[config.mk]
export PLATFORM = sky130hd
export DESIGN_NAME = muldiv_ctl
export DESIGN_NICKNAME = d
export VERILOG_FILES = /design/src/rtl/muldiv_ctl.sv
export SDC_FILE = /design/constraint.sdc
export NUM_CORES = 1
export LEC_CHECK = 0
export ABC_AREA = 1
export CORE_MARGIN = 2
export CORE_UTILIZATION = 45
export CTS_CLUSTER_DIAMETER = 40
export DETAILED_ROUTE_END_ITERATION = 8
export PLACE_DENSITY = 0.8
export SYNTH_ARGS = -nofsm -noshare
export SYNTH_HDL_FRONTEND = slang
export SYNTH_SLANG_ARGS = --single-unit
[constraint.sdc]
create_clock -name clk -period 2.57 [get_ports clk]
set_input_delay 0.6425 -clock clk [delete_from_list [all_inputs] [get_ports clk]]
set_output_delay 0.6425 -clock clk [all_outputs]
set_load 0.01 [all_outputs]
[src/rtl/muldiv_ctl.sv]
// Multi-cycle MULT/MULTU (and optionally DIV/DIVU) sequencer: stalls the front end, drives the datapath opcode, strobes HI/LO.
// Define MULDIV_CTL_DIV_EN to make DIV/DIVU multi-cycle; otherwise they pass through as single-cycle codes.
module muldiv_ctl #(
    parameter int unsigned FUNCT_W    = 6,
    parameter int unsigned MUL_CYCLES = 32,
    parameter int unsigned DIV_CYCLES = 32,
    parameter int unsigned CNT_W      = 7
) (
    input  logic               clk,
    input  logic               rst,
    input  logic               start,
    input  logic [FUNCT_W-1:0] funct,
    input  logic               kill,
    output logic               PCWrite,
    output logic               IF_ID_Write,
    output logic               MULrst,
    output logic [FUNCT_W-1:0] MULOut,
    output logic               HiLoWrite,
    output logic               busy
);

    typedef enum logic [1:0] {
        IDLE,
        RUN,
        DONE
    } state_t;

    localparam logic [FUNCT_W-1:0] OP_MULT  = FUNCT_W'(24);
    localparam logic [FUNCT_W-1:0] OP_MULTU = FUNCT_W'(25);
    localparam logic [FUNCT_W-1:0] OP_DIV   = FUNCT_W'(26);
    localparam logic [FUNCT_W-1:0] OP_DIVU  = FUNCT_W'(27);

    // Elaboration-time parameter sanity checks; no hardware is generated.
    if (MUL_CYCLES < 2 || MUL_CYCLES > 127) begin : g_bad_mul
        $error("muldiv_ctl: MUL_CYCLES out of range 2..127");
    end
    if (DIV_CYCLES < 2 || DIV_CYCLES > 127) begin : g_bad_div
        $error("muldiv_ctl: DIV_CYCLES out of range 2..127");
    end
    if ((MUL_CYCLES >= (2 ** CNT_W)) || (DIV_CYCLES >= (2 ** CNT_W))) begin : g_bad_cnt
        $error("muldiv_ctl: CNT_W too narrow for iteration count");
    end

    state_t             state, state_d;
    logic [FUNCT_W-1:0] op_q, op_d;
    logic [CNT_W-1:0]   cnt, cnt_d;
    logic               is_multi;
    logic               last_iter;
    logic               stall;

    always_comb begin
        is_multi = (funct == OP_MULT) || (funct == OP_MULTU);
`ifdef MULDIV_CTL_DIV_EN
        is_multi = is_multi || (funct == OP_DIV) || (funct == OP_DIVU);
`endif
    end

    always_comb begin
`ifdef MULDIV_CTL_DIV_EN
        if ((op_q == OP_DIV) || (op_q == OP_DIVU))
            last_iter = (cnt == CNT_W'(DIV_CYCLES - 1));
        else
            last_iter = (cnt == CNT_W'(MUL_CYCLES - 1));
`else
        last_iter = (cnt == CNT_W'(MUL_CYCLES - 1));
`endif
    end

    always_ff @(posedge clk) begin
        if (!rst) begin
            state <= IDLE;
            op_q  <= '0;
            cnt   <= '0;
        end else begin
            state <= state_d;
            op_q  <= op_d;
            cnt   <= cnt_d;
        end
    end

    always_comb begin
        state_d   = state;
        op_d      = op_q;
        cnt_d     = cnt;
        stall     = 1'b0;
        MULrst    = 1'b0;
        MULOut    = funct;
        HiLoWrite = 1'b0;
        busy      = 1'b0;

        case (state)
            IDLE: begin
                if (start && is_multi && !kill) begin
                    stall   = 1'b1;
                    op_d    = funct;
                    cnt_d   = '0;
                    state_d = RUN;
                end
            end
            RUN: begin
                stall  = 1'b1;
                busy   = 1'b1;
                MULOut = op_q;
                MULrst = (cnt == '0);
                if (kill) begin
                    cnt_d   = '0;
                    state_d = IDLE;
                end else if (last_iter) begin
                    cnt_d   = '0;
                    state_d = DONE;
                end else begin
                    cnt_d = cnt + CNT_W'(1);
                end
            end
            DONE: begin
                busy      = 1'b1;
                MULOut    = '1;
                HiLoWrite = !kill;
                cnt_d     = '0;
                state_d   = IDLE;
            end
            default: begin
                cnt_d   = '0;
                state_d = IDLE;
            end
        endcase

        // Reset holds the front end running and the datapath quiet regardless of state.
        if (!rst) begin
            stall     = 1'b0;
            MULrst    = 1'b0;
            MULOut    = '0;
            HiLoWrite = 1'b0;
            busy      = 1'b0;
        end

        PCWrite     = !stall;
        IF_ID_Write = !stall;
    end

endmodule

==> results.md <==
Outcome:
- The flow ran to the end, and the final reports show no timing, DRC or antenna violations.

Routing:
- In this run the remaining antenna-violating nets after routing total 0.
- The first-pass detailed-route iteration total is 4.
- In this run, the number of DRC markers left after iteration 0 of detailed routing was 26.
- The final route contains 917 vias.
- The total detailed-routing wirelength is 1.997 mm.
- The wire length per cell is 10.51 um.
- In the routed design, unresolved DRC markers number 0.
- The number of vias per cell after detailed routing is 4.826.

Floorplan:
- The initialized floorplan defines 16 standard-cell rows.
- The floorplan step defined a die boundary enclosing 2427 sq um.
- The initial cell density of the core is 0.4749.
- The vertical extent of the die is 49.27 um.
- 21 I/O pins were placed.
- The horizontal extent of the die is 49.27 um.
- The area of the placeable core is 1942 sq um.

CTS:
- The clock transition at the registers of the reported paths is 90 ps.
- CTS built an H-tree with a depth of 1.
- The clock drives 15 sinks.
- No sink is reached through more buffers than the 2 on the longest clock path.
- The root buffer selected by CTS is clkbuf_4.
- The clock buffer count from CTS is 3.
- TritonCTS built the clock tree.
- The quantity of hold-fixing buffers added after cts is 0.
- The latest clock arrival within the worst-skew pair is 280 ps.

Cells and area:
- The fraction of the core area covered by cells at the end of the flow is 0.6231.
- Leaving out fill and tap cells, the most frequent cell in the layout is nand2_1.
- The antenna cell count is 0.
- The growth of design area from synthesis to finish is 31.21%.
- The post-layout instance count excluding filler cells is 190.
- For this run, the post-layout net count is 180.
- In the layout the commonest cells are nand2_1, inv_1, dfxtp_1.
- Counting the fill cells in the layout gives 178.
- Of the cells placed in the final design, the portion with a size suffix greater than 1 is 0.1472.

Power and ir drop:
- The power after layout is 0.5127 mW.
- For this design the static power due to leakage is 0.5323 nW.
- The power density relative to cell area is 423.7 nW/um^2.
- The peak ir drop on the vdd network is 332.6 uV.

STA:
- The largest clock skew in the final design is 4.268 ps.
- The number of max-slew violations in the final report came to 0.
- The final setup violation count is 0.
- Setup repair after global routing left no endpoint under its margin.
- The headroom to the max-slew limit is 0.7846.
- The clock period could shrink to 2470 ps.
- The ratio of final minimum period to clock period is 0.9609.
- For the pin with the worst max-slew slack, the measured transition is 323.1 ps.
- The post-route worst hold slack is 450.2 ps.
- The total count of hold-check failures in the final report is 0.
- The achievable clock frequency is 404.9 MHz.

Logic synthesis:
- The synthesized netlist occupies a cell area of 922.1 sq um.
- The number of synthesized register bits is 15.
- The synthesized area per cell is 6.882 sq um.
- The net count after synthesis is 150.
- After synthesis, the share of cell area in mux cells is 0.
- The Yosys warning count is 0.
- The synthesized-area fraction occupied by xor and xnor cells is 0.
- Of the total synthesized cell area, the portion taken by full adders, half adders and majority gates is 0.08141.
- In the synthesized netlist, the number of instances is 134.
- The largest family of logic cells by synthesized area is simple AND/OR/NAND/NOR gates.
- The distinct cell type count after synthesis is 21.
- The fraction of the mapped netlist area in compound gates is 0.1425.
- Of the total synthesized cell area, the portion taken by AND, OR, NAND and NOR gates is 0.3189.
- The share of the Yosys chip area taken by registers is 0.3256.

Worst setup path:
- The required time at the worst-slack endpoint is 1930 ps.
- Across all register-to-register paths, the minimum setup slack is 1030 ps.
- The endpoint of the lowest-slack register-to-register path is cnt[0].
- The nature of the critical path startpoint is a flop.
- In this run the critical register-to-register path is launched from state[1].
- Along the worst path, the maximum fanout reaches 6.
- STA classifies the critical path endpoint as an output pin.
- The critical path is of the reg2out type.
- Data on the critical path arrives at its endpoint at 1830 ps.
- The path depth of the worst reg2reg path is 8.

Placed design:
- The quantity of I/O buffers inserted on ports is 20.
- The number of placed instances, taps included, is 186.
- The total half-perimeter wirelength after legalization and detailed placement is 1.599 mm.
- The routability congestion estimate is 0.7965.

Global routing:
- The global-route wire length before repair is 3.491 mm.
- Entering global routing, the biggest net connects 17 pins.
- The total global-route track usage is 0.1794.
- The number of antenna violations at the first check in global routing came to 0.
- For this run the aggregate overflow at the end of global routing stands at 0.
- The via count of the first global-routing pass is 886.

Hold path:
- The startpoint of the lowest-slack hold path is op_q[1].
- The min-delay analysis places its worst path in the category reg2reg.
- Counting instances, the worst hold path has a depth of 2.
- The end point of the worst hold path is op_q[1].

Flow run:
- The max capacitance violation total is 0.
-- metal layers --
layer / routed length [um] / vias up / track usage
li1: - / 485 / -
met1: 945 / 420 / 0.2178
met2: 996 / 10 / 0.3333
met4: 7 / 0 / 0.01429
met3: 47 / 2 / 0.03681
met5: 0 / - / 0
-- state kept, by name, indices dropped and copies added (netlist names) --
signal  cells
op_q        6
cnt         7
state       2
-- worst max-delay path: stages (launching register included) --
cell	delay (ps)
dfxtp_1	360
inv_1	90
ha_1	330
inv_1	140
nor2_2	90
a221oi_1	250
dlygate4sd2_1	300
-- report_power, final --
part / switching, mW / internal [mW]
Combinational: 0.0735 / 0.0579
Sequential: 0.00318 / 0.237
Clock: 0.0813 / 0.0602
Total: 0.158 / 0.355
-- cells in the mapped netlist, drive strengths merged --
| library cell | number | share of area |
|---|---|---|
| dfxtp | 15 | 0.33 |
| ha | 6 | 0.081 |
| clkinv | 1 | 0.0041 |
| nor2 | 17 | 0.088 |
| nand3 | 8 | 0.043 |
| a221oi | 3 | 0.028 |
| nand4 | 4 | 0.027 |
| nor3 | 1 | 0.011 |
| o21a | 3 | 0.024 |
| buf | 4 | 0.034 |
| a21oi | 10 | 0.062 |
| nand2 | 34 | 0.15 |
| o21ai | 5 | 0.027 |
| inv | 23 | 0.094 |
-- kinds of logic after synthesis --
family,after synthesis
compound gates,21
fa+ha+maj,6
simple gates,64
buf+inv,28
flops,15
-- what timing repair did --
| item | in CTS | in global routing |
|---|---|---|
| setup endpoints to repair | 10 | 4 |
| resized for setup | 11 | 6 |
| buffers inserted | 0 | 0 |
-- how the worst max path moves through the flow --
stage                  start     endpoint  slack (ps)  cells past startpoint
finish              state[0]    MULOut[1]         100                      6
global route        state[1]    MULOut[2]           9                      6
CTS                      rst         busy           7                      5
detailed placement  funct[5]  IF_ID_Write        -270                      8
global placement    funct[5]  IF_ID_Write        -220                      8
floorplan           funct[5]      PCWrite         460                      7
-- final cells by class --
class	count	area (sq um)	share of cell area
Multi-Input combinational cell	91	503.0	0.4157
Sequential cell	15	300.3	0.2482
Timing Repair Buffer	29	256.5	0.2120
Inverter	24	90.09	0.07446
Tap cell	27	33.78	0.02792
Clock buffer	4	26.28	0.02172
-- metrics by stage --
stage,TNS [ps],instance area [sq um],worst slack [ps]
after floorplan,0,922.1,463.4
after global placement,-1388,1192,-219.0
after detailed placement,-1668,1192,-270.5
after CTS,0,1209,7.032
after global routing,0,1210,8.946
final,0,1210,100.5
(Power assumes the default switching activity.)
